==> src/rtl/cpu_pkg.sv <==
// Shared definitions for the 8-bit CPU sequencer: opcodes, field widths and FSM states.
// Optional LDI support is enabled by defining CPU_CTRL_LDI_EN.
package cpu_pkg;

  localparam int DATA_W    = 8;
  localparam int OPCODE_W  = 4;
  localparam int REG_SEL_W = 2;

  localparam logic [OPCODE_W-1:0] OP_NOP = 4'h0;
  localparam logic [OPCODE_W-1:0] OP_ADD = 4'h1;
  localparam logic [OPCODE_W-1:0] OP_SUB = 4'h2;
  localparam logic [OPCODE_W-1:0] OP_AND = 4'h3;
  localparam logic [OPCODE_W-1:0] OP_OR  = 4'h4;
  localparam logic [OPCODE_W-1:0] OP_MOV = 4'h5;
  localparam logic [OPCODE_W-1:0] OP_JZ  = 4'h6;
  localparam logic [OPCODE_W-1:0] OP_LDI = 4'h7;
  localparam logic [OPCODE_W-1:0] OP_HLT = 4'hF;

  typedef enum logic [2:0] {
    ST_BOOT,
    ST_FETCH,
    ST_DECODE,
    ST_EXECUTE,
    ST_WRITEBACK,
    ST_FETCH_IMM,
    ST_HALT
  } state_t;

  // Undefined opcodes execute as NOP but raise the illegal pulse.
  function automatic logic op_is_legal(input logic [OPCODE_W-1:0] op);
    logic legal;
    legal = 1'b0;
    case (op)
      OP_NOP, OP_ADD, OP_SUB, OP_AND, OP_OR, OP_MOV, OP_JZ, OP_HLT: legal = 1'b1;
`ifdef CPU_CTRL_LDI_EN
      OP_LDI: legal = 1'b1;
`endif
      default: legal = 1'b0;
    endcase
    return legal;
  endfunction

endpackage

==> src/rtl/cpu_alu.sv <==
// Combinational ALU for the 8-bit CPU; arithmetic is modulo 256 with carry/borrow dropped.
module cpu_alu
  import cpu_pkg::*;
(
  input  logic [OPCODE_W-1:0] op,
  input  logic [DATA_W-1:0]   a,
  input  logic [DATA_W-1:0]   b,
  output logic [DATA_W-1:0]   y,
  output logic                zero
);

  always_comb begin
    y = '0;
    case (op)
      OP_ADD:  y = a + b;
      OP_SUB:  y = a - b;
      OP_AND:  y = a & b;
      OP_OR:   y = a | b;
      OP_MOV:  y = b;
      default: y = '0;
    endcase
  end

  assign zero = (y == '0);

endmodule

==> src/rtl/cpu_control.sv <==
// Multi-cycle fetch/decode/execute sequencer for the 8-bit CPU.
// Define CPU_CTRL_LDI_EN to enable LDI rd,#imm (opcode 7) and the FETCH_IMM state.
module cpu_control
  import cpu_pkg::*;
#(
  parameter logic [7:0] RESET_PC = 8'h00
) (
  input  logic                 clk,
  input  logic                 clr,
  output logic [DATA_W-1:0]    imem_addr,
  output logic                 imem_req,
  input  logic                 imem_ack,
  input  logic [DATA_W-1:0]    imem_data,
  output logic [REG_SEL_W-1:0] readreg1,
  output logic [REG_SEL_W-1:0] readreg2,
  output logic [REG_SEL_W-1:0] writereg,
  output logic                 regwrite,
  output logic [DATA_W-1:0]    data,
  input  logic [DATA_W-1:0]    read1,
  input  logic [DATA_W-1:0]    read2,
  output logic [DATA_W-1:0]    pc,
  output logic                 halted,
  output logic                 illegal
);

  state_t              state;
  state_t              next_state;
  logic [DATA_W-1:0]   ir;
  logic [DATA_W-1:0]   result;
  logic                z;
  logic [OPCODE_W-1:0] opcode;
  logic [DATA_W-1:0]   alu_y;
  logic                alu_zero;

  assign opcode   = ir[7:4];
  assign readreg1 = ir[3:2];
  assign readreg2 = ir[1:0];
  assign writereg = ir[3:2];
  assign data     = result;
  assign imem_addr = pc;

  // Strobes decode straight from state so clr removes them without waiting for a clock.
`ifdef CPU_CTRL_LDI_EN
  assign imem_req = (state == ST_FETCH) || (state == ST_FETCH_IMM);
`else
  assign imem_req = (state == ST_FETCH);
`endif
  assign regwrite = (state == ST_WRITEBACK);

  cpu_alu u_alu (
    .op   (opcode),
    .a    (read1),
    .b    (read2),
    .y    (alu_y),
    .zero (alu_zero)
  );

  always_ff @(posedge clk or posedge clr) begin
    if (clr) state <= ST_BOOT;
    else     state <= next_state;
  end

  always_comb begin
    next_state = state;
    case (state)
      ST_BOOT:  next_state = ST_FETCH;
      ST_FETCH: if (imem_ack) next_state = ST_DECODE;
      ST_DECODE: begin
        case (opcode)
          OP_ADD, OP_SUB, OP_AND, OP_OR, OP_MOV, OP_JZ: next_state = ST_EXECUTE;
          OP_HLT: next_state = ST_HALT;
`ifdef CPU_CTRL_LDI_EN
          OP_LDI: next_state = ST_FETCH_IMM;
`endif
          default: next_state = ST_FETCH;
        endcase
      end
      ST_EXECUTE:   next_state = (opcode == OP_JZ) ? ST_FETCH : ST_WRITEBACK;
      ST_WRITEBACK: next_state = ST_FETCH;
`ifdef CPU_CTRL_LDI_EN
      ST_FETCH_IMM: if (imem_ack) next_state = ST_WRITEBACK;
`endif
      ST_HALT:      next_state = ST_HALT;
      default:      next_state = ST_BOOT;
    endcase
  end

  // The illegal flag is captured with the instruction so its pulse lines up with DECODE.
  always_ff @(posedge clk or posedge clr) begin
    if (clr) begin
      pc      <= RESET_PC;
      ir      <= '0;
      result  <= '0;
      z       <= 1'b0;
      illegal <= 1'b0;
      halted  <= 1'b0;
    end else begin
      illegal <= 1'b0;
      halted  <= (next_state == ST_HALT);
      case (state)
        ST_FETCH: begin
          if (imem_ack) begin
            ir      <= imem_data;
            pc      <= pc + 8'd1;
            illegal <= ~op_is_legal(imem_data[7:4]);
          end
        end
        ST_EXECUTE: begin
          if (opcode == OP_JZ) begin
            if (z) pc <= read2;
          end else begin
            result <= alu_y;
            z      <= alu_zero;
          end
        end
`ifdef CPU_CTRL_LDI_EN
        ST_FETCH_IMM: begin
          if (imem_ack) begin
            result <= imem_data;
            pc     <= pc + 8'd1;
          end
        end
`endif
        default: ;
      endcase
    end
  end

endmodule

==> config.mk <==
export PLATFORM = sky130hd
export DESIGN_NAME = cpu_control
export DESIGN_NICKNAME = d
export VERILOG_FILES = /design/src/rtl/cpu_pkg.sv /design/src/rtl/cpu_alu.sv /design/src/rtl/cpu_control.sv
export SDC_FILE = /design/constraint.sdc
export NUM_CORES = 1
export LEC_CHECK = 0
export CAP_MARGIN = 20
export CORE_ASPECT_RATIO = 0.7
export CORE_MARGIN = 2
export CORE_UTILIZATION = 50
export DETAILED_ROUTE_END_ITERATION = 16
export PLACE_DENSITY = 0.82
export SLEW_MARGIN = 30
export SYNTH_ARGS = -nofsm -noshare
export SYNTH_HDL_FRONTEND = slang
export SYNTH_SLANG_ARGS = --single-unit
==> constraint.sdc <==
create_clock -name clk -period 6.7 [get_ports clk]
set_input_delay 1.34 -clock clk [delete_from_list [all_inputs] [get_ports clk]]
set_output_delay 1.34 -clock clk [all_outputs]
set_load 0.005 [all_outputs]
# == After elaboration in Yosys (flattened, before gate mapping) ==
# Memories as Yosys holds them, arrays and structs flattened.
# Cells that the tools add are included.
# classes
shifts,0
n_addsub,3
reduce_logical,8
n_div,0
bitwise_logic,4
n_lt_le_gt_ge,0
eq_ne,16
mul,0
mux,13
# ops
op,n
one-hot mux 8 bit (5 select lines),1
2-to-1 mux 8 bit,3
one-hot mux 8 bit (2 select lines),1
one-hot mux 3 bit (5 select lines),1
"== test 4 x 3 -> 1 bit, second input constant",3
"== test 3 bit, second input constant",3
"adder 8 x 1 -> 8 bit, second input constant",1
adder 8 bit,1
bitwise AND 8 bit,1
"== test 4 x 2 -> 1 bit, second input constant",2
logical NOT 8 bit,1
OR 8 bit,1
subtractor 8 bit,1
"== test 3 x 2 -> 1 bit, second input constant",2
2-to-1 mux 3 bit,2
one-hot mux 3 bit (2 select lines),1
OR reduction 6 bit,1
"== test 4 x 1 -> 1 bit, second input constant",1
"== test 4 bit, second input constant",1
2-to-1 mux 1 bit,4
"!= test 2 bit, second input constant",2
AND reduction 2 bit,2
AND reduction 4 bit,1
"== test 3 x 1 -> 1 bit, second input constant",1
5 further kinds,6
# totals
out_inout_bits,34
word_cells,52
ff_bits,30
mem_bits_rw,0
mem_count,1
latchBits,0
rom_bits,16
in_bits,27
# memory_table
name,words,word_bits,rd,rd_ports_with_merged_regs,wr,line,source
(name not given),16,1,1,0,0,cpu_pkg.sv:33,case (op)

# == Depth between registers and ports, before layout ==
# Gate-level depths: netlist of run 1.
# An unclocked memory read counts as a cell.
# logic_depth
ltp_word,6
ltp_mapped,11
ltp_nobuf,11

# == Cells and area by module ==
# From an unflattened synthesis of run 1, not the netlist that was laid out.
# unflattened
hier_cells,248
hier_area_um2,2341.0
# by_module_without_submodules
module,instances,area_per_inst_um2,seq_area_each_um2,cells_each
cpu_control,1,1536.5,750.7,137
cpu_alu,1,804.5,0.0,111

# == Worst setup path after synthesis of run 1 ==
# No wires, ideal clock.
# synth_path
kind,in2reg
from,input port read2[0]
to,register result[7] (netlist: data[7])
path_slack_ns,3.139
t_arrival_ns,3.432
n_path_buf,0
cell_stages,11
path_cell_list,inv_1 > ha_1 > a31oi_1 > xnor2_1 > ha_1 > a21o_1 > a31o_2 > o211ai_1 > a21oi_1 > o21a_1 > o41a_1
# synth_via
elab_chain_len,2
word_cells_on_any_way,3
classes_between,add/sub (2); mux (1)
# synth_lines
item,line,source
start: declaration,cpu_control.sv:20,"input logic [DATA_W-1:0] read2,"
subtractor 8 bit / adder 8 bit (equally long branches),"cpu_alu.sv:16, cpu_alu.sv:15",
one-hot mux 8 bit (5 select lines) (*),cpu_alu.sv:14,case (op)
end signal: assignment,cpu_control.sv:112,result <= alu_y;
end: declaration,cpu_control.sv:29,logic [DATA_W-1:0] result;
# Mark *: on every way between the ends. The rest lies on a longest branch, timed or not.
# A chain may end at the register's enable or synchronous reset.

# == Worst setup path after layout of run 1 ==
# Ends and elaborated chain as after synthesis.

==> summary.txt, run 1 <==
Die
  • CORE AREA: around 4400 um^2
  • Die Y: 61.3 um
  • Initial Util: between 50% and 60%
  • Die Area: 5260 um^2
  • Die W: approximately 86 um
  • Ports: ~60
  • Row count: 20

Synthesis
  • Yosys top cell by area: dfrtp_1
  • Syn Nets: approximately 330
  • Proportion of synthesized area in mux cells: less than 1%
  • Synth Instances: 288
  • #FFs+latches synth: 30
  • Cell Area, Synth: around 2300 um^2
  • Cell with the most instances after synthesis: nand2_1
  • EDFF count, synth: 0
  • Yosys Warn Count: 0
  • Synth Area in Compound Gates: a little over a fifth
  • Post-Synth Adder-Cell Area: approximately 6.7%
  • Mean post-synth cell area: 8.14 um^2
  • Xor and xnor fraction of the mapped netlist area: roughly 4.5%
  • Cell variety after synth: 57
  • FFs w/ async S/R, synth: 100%
  • Post-synth top area share: ~32%
  • Top post-synthesis cells by area: dfrtp_1 32%, a21oi_1 6.2%, nand2_1 6.1%, ha_1 5.9%, nor2_1 4.6%
  • Top post-synthesis cells by count: 38 x nand2_1, 30 x dfrtp_1, 29 x a21oi_1, 29 x nor2_1, 14 x buf_4
  • Synth Area in Simple Gates: around a quarter
  • Largest family of logic cells by synthesized area: simple AND/OR/NAND/NOR gates
  • Main synth FF type: dfrtp_1
  • Sequential share of the synthesized area: about 32%

Power and ir drop
  • Design Power: around 1300 uW
  • Static Leakage: roughly 0.0012 uW
  • Power Dens Cells: between 400 and 500 nW/um^2
  • Maximum VDD drop: approximately 0.00024 V

Outcome
  • Outcome: finished, violations left
  • Failing checks: design-rule violations

Global route
  • Initial antenna violation count: 0
  • Number of global-route vias before repair: ~2100
  • Largest net degree at the start of global routing: 31
  • Grt ovf: 0
  • Global Route Usage Sum: between 20% and 30%
  • First-pass GRT wire length: around 10 mm

Timing
  • Worst hold slack: 0.474 ns
  • Skew final: approximately 0.0068 ns
  • Tmin final: 4.03 ns
  • Setup violations, final: 0
  • Max Slew Vio Count: 0
  • Fin crit share: roughly three fifths
  • Max-slew headroom at the worst pin: a little over two fifths
  • Slew @ Worst Pin: between 0.8 and 0.9 ns
  • Unrepaired setup endpoints after global routing: false
  • Final hold violation count: 0
  • Total Neg Setup Slack: 0 ns
  • Fmax: between 200 and 250 MHz

Worst setup path
  • Crit path launch type: input port
  • WP data arrival: 4.20 ns
  • Worst Path Required: between 6 and 7 ns
  • Crit end category: flop
  • Worst Path Max Fanout: 5
  • Setup CP Type: in2reg
  • R2R cell count: 10

Placed design
  • Gpl congestion: 0.960
  • Port Buffers: 60
  • Inst Count DP: 377
  • Post-DP HPWL: around 4.5 mm

Detailed routing
  • Post-route ant nets: 0
  • DR vias/cell: 5.71
  • DRC: 3
  • 1st-pass router iterations: 11
  • Vias: between 2000 and 2500
  • Wire per inst: 15.3 um
  • Iteration-0 DRC Markers: ~170
  • Routed wire length: approximately 5.9 mm

Layout
  • Share of layout cells above drive strength 1: around 6.7%
  • Nets@finish: between 300 and 400
  • ANT cells: 0
  • Finished Layout Cells: 384
  • Layout area overhead: 24.6%
  • Core Util, Final: about 66%

Clock network
  • Cts hold-fix bufs: 0
  • Cells resized by post-CTS repair: 0
  • CTS Buffer Depth: 2
  • Cts bufs inserted: 5
  • CTS tree: yes
  • Postcts setup bufs: 0
  • H-tree depth: 2
  • Clock slew at reported path FFs: approximately 0.07 ns
  • CTS Root Cell: clkbuf_8
  • CTS sink cnt: 30
  • Worst-skew pair later-pin latency: between 0.2 and 0.3 ns

Min path
  • Hold-critical path depth: 2
  • HP Class: reg2reg

Flow run
  • Max-cap viol count: 0
state kept, by name, summed over array words and instances, names as in the netlist:
name       count
illegal        1
z              1
state          3
halted         1
imem_addr      8
ir             8
data           8
metrics by stage:
step	instance area [um^2]	setup slack [ns]
6_report	2920	2.67
5_1_grt	2920	2.52
4_1_cts	2920	2.69
3_5_place_dp	2840	2.39
3_3_place_gp	2840	2.45
2_1_floorplan	2340	3.14
path summary, 6_finish.rpt:
check	from	endpoint	slack (ns)
hold / removal	ir[1]	ir[1]	0.47
max in group asynchronous	clr	imem_addr[5]	4.98
setup reg to reg	ir[7]	data[7]	3.42
hold reg to reg	ir[1]	ir[1]	0.47
setup / recovery	read2[0]	data[7]	2.67
min in group asynchronous	clr	data[0]	1.43
critical path, cell delays in order:
cell,delay (ns)
clkdlybuf4s50_1,0.54
inv_1,0.11
ha_1,0.24
a31oi_1,0.20
xnor2_1,0.14
ha_1,0.31
a21o_1,0.21
a31o_2,0.24
o211ai_1,0.21
a21oi_1,0.09
o21a_1,0.21
o41a_1,0.37
metal layers:
layer	GRT usage [%]	part of all wire, %
met5	0	0
met4	8.62	1.5
met3	6.97	9.6
met2	39.1	43
met1	34.3	46
cell type report:
cell class	instances	area, um^2
sequential	30	751
timing repair buffer	61	608
clock buffer	5	68.8
fill	394	1510
clock inverter	2	10.0
tap	55	68.8
inverter	13	48.8
multi-input combinational	218	1370
layout by cell type (no fill, tap or decap), drive strengths merged, types with 4 or more instances in the layout:
| cell | n |
|---|---|
| dfrtp | 30 |
| o21ai | 11 |
| nand3 | 11 |
| nor2 | 30 |
| xnor2 | 9 |
| nor3 | 4 |
| inv | 13 |
| nor3b | 4 |
| a22oi | 4 |
| nor2b | 6 |
| clkbuf | 5 |
| clkdlybuf4s50 | 60 |
| o22ai | 4 |
| a31oi | 9 |
| ha | 11 |
| a21o | 4 |
| a21oi | 29 |
| nand2 | 38 |
power by group:
group	internal, uW	switching, uW
clock network	69.5	70.5
registers	268	119
logic	403	362
total	740	551
kinds of logic after synthesis:
logic type / count (synthesis)
AND/OR/NAND/NOR: 113
AO/OA/AOI/OAI: 80
buffers and inverters: 40
flip-flops: 30
XOR/XNOR: 12
adder cells (fa/ha/maj): 12
multiplexers: 1
Power figures use the tool's default switching activity.
==> run 2, diff against run 1 <==
- CORE_UTILIZATION: 50 -> 49
- PLACE_DENSITY: 0.82 -> 0.8
- clock period: 6.7 -> 4.18 ns (I/O delays scaled with it)
==> summary.txt, run 2 (synthesis results as in run 1) <==
Timing
  • Unrepaired setup endpoints after global routing: false
  • Setup violations, final: 0
  • Fmax: around 280 MHz
  • Total Neg Setup Slack: 0 ns
  • Worst hold slack: 0.487 ns
  • Slew @ Worst Pin: 0.795 ns
  • Skew final: ~0.0047 ns
  • Fin crit share: around 86%
  • Final hold violation count: 0
  • Max Slew Vio Count: 0
  • Tmin final: ~3.6 ns
  • Max-slew headroom at the worst pin: 46.8%

Placed design
  • Gpl congestion: around 0.88
  • Port Buffers: 60
  • Post-DP HPWL: roughly 4.5 mm
  • Inst Count DP: approximately 380

Worst setup path
  • Reg2Reg Setup Slack: ~0.81 ns
  • Setup CP Type: in2reg
  • Critical-path top delay cell: clkdlybuf4s50_1
  • Crit path launch type: input port
  • Crit-path cells: clkdlybuf4s50_1, inv_1, ha_1, mux2_2, inv_1, ha_1, nor2b_1, o2111a_1, o211ai_1, a21oi_1, o21a_1, o41a_1
  • R2r startpoint: ir[7]
  • Worst Path Max Fanout: 4
  • Critical Path Max Stage Delay: around 0.55 ns
  • Critical path's top delay family: compound AO/OA/AOI/OAI gates
  • Crit Reg-Reg Endpoint: data[7]
  • End of the critical path: data[7]
  • R2R cell count: 10
  • Crit path launch: read2[0]
  • CP bufs+invs: 3
  • Crit end category: flop
  • Worst Path Required: between 4 and 5 ns
  • WP data arrival: roughly 3.8 ns
  • Critical Path Stages: 12

Flow run
  • Max-cap viol count: 0

Clock network
  • Clock slew at reported path FFs: approximately 0.070 ns
  • CTS Root Cell: clkbuf_8
  • CTS tree: yes
  • H-tree depth: 2
  • Postcts setup bufs: 0
  • CTS sink cnt: 30
  • Cts bufs inserted: 5
  • Cells resized by post-CTS repair: 0
  • CTS Buffer Depth: 2
  • Worst-skew pair later-pin latency: 0.29 ns
  • Cts hold-fix bufs: 0

Layout
  • Filler Cell Count: 390
  • Layout area overhead: 27.4%
  • Most frequent cells in the layout: 60 x clkdlybuf4s50_1, 38 x nand2_1, 30 x dfrtp_1
  • Multi-input gate area in the final layout: around 1400 um^2
  • Commonest non-fill, non-tap cell in the layout: clkdlybuf4s50_1
  • Register area: 751 um^2
  • Share of layout cells above drive strength 1: roughly 7%
  • Finished Layout Cells: between 300 and 400
  • Core Util, Final: between 60% and 70%
  • ANT cells: 0
  • Nets@finish: 368

Power and ir drop
  • Maximum VDD drop: roughly 0.00034 V
  • Power Dens Cells: roughly 750 nW/um^2
  • Static Leakage: around 0.0013 uW

Die
  • Die Area: between 5000 and 6000 um^2
  • Die Y: approximately 62 um
  • Row count: 21
  • Die W: 86.7 um
  • CORE AREA: 4700 um^2
  • Ports: 61
  • Initial Util: between 40% and 50%

Global route
  • Initial antenna violation count: 0
  • Largest net degree at the start of global routing: 31
  • First-pass GRT wire length: between 10 and 15 mm
  • Global Route Usage Sum: 25.5%
  • Grt ovf: 0
  • Number of global-route vias before repair: roughly 2200

Min path
  • HP Class: reg2reg
  • Hold-critical path depth: 2

Detailed routing
  • Routed wire length: roughly 6.2 mm
  • Iteration-0 DRC Markers: between 200 and 250
  • Post-route ant nets: 0
  • DR vias/cell: 5.80
  • Wire per inst: 16.1 um
  • DRC: 0
  • 1st-pass router iterations: 5
  • Vias: approximately 2200

Outcome
  • Outcome: complete, no violations
## run 2: area by class of cell
class / instances / area share (%)
inverters: 13 / 1.63
flip-flops and latches: 30 / 25.1
clock buffers: 6 / 2.76
repair buffers: 61 / 20.4
well taps: 57 / 2.39
clock inverters: 2 / 2.01
multi-input cells: 218 / 45.7
## run 2: worst register-to-register path, delay by kind of cell, from the launching register on
family,cells,cell delay (ns)
compound gates,5,1.15
mux,1,0.44
fa+ha+maj,1,0.25
flops,1,0.61
simple gates,2,0.71
buf+inv,1,0.10
## run 2: where the power goes
part / leakage (uW) / total (uW) / switching [uW] / internal (uW)
clock network: 0.0000714 / 378 / 124 / 254
logic: 0.000840 / 1240 / 596 / 647
registers: 0.000362 / 621 / 192 / 429
## run 2: layer usage
layer  share of wire, %  global-route usage, %
met3                8.7                   6.34
met1                 46                   35.0
met4                1.9                   10.7
met5                  0                      0
met2                 43                   39.3
## run 2: how the worst min path moves through the flow
stage          startpoint  endpoint  slack [ns]
2_1_floorplan       ir[0]     ir[0]        0.45
3_3_place_gp        ir[0]     ir[0]        0.46
3_5_place_dp        ir[1]     ir[1]        0.47
4_1_cts             ir[1]     ir[1]        0.49
5_1_grt           data[0]   data[0]        0.52
6_report            ir[0]     ir[0]        0.49
## run 2: stage by stage
| stage | worst slack, ns | cell area (um^2) | total power, uW |
|---|---|---|---|
| after detailed placement | 0.362 | 2850 | 1840 |
| final | 0.605 | 2990 | 2240 |
| after CTS | 0.648 | 2990 | 2230 |
| after floorplan | 1.12 | 2340 | 1440 |
| after global routing | 0.480 | 2990 | 2440 |
| after global placement | 0.416 | 2850 | 1800 |
==> run 3, diff against run 2 <==
- SKIP_CTS_REPAIR_TIMING: default -> 1
==> results of run 3 <==
No change in the layout: final DEF, timing and power equal those of run 2.
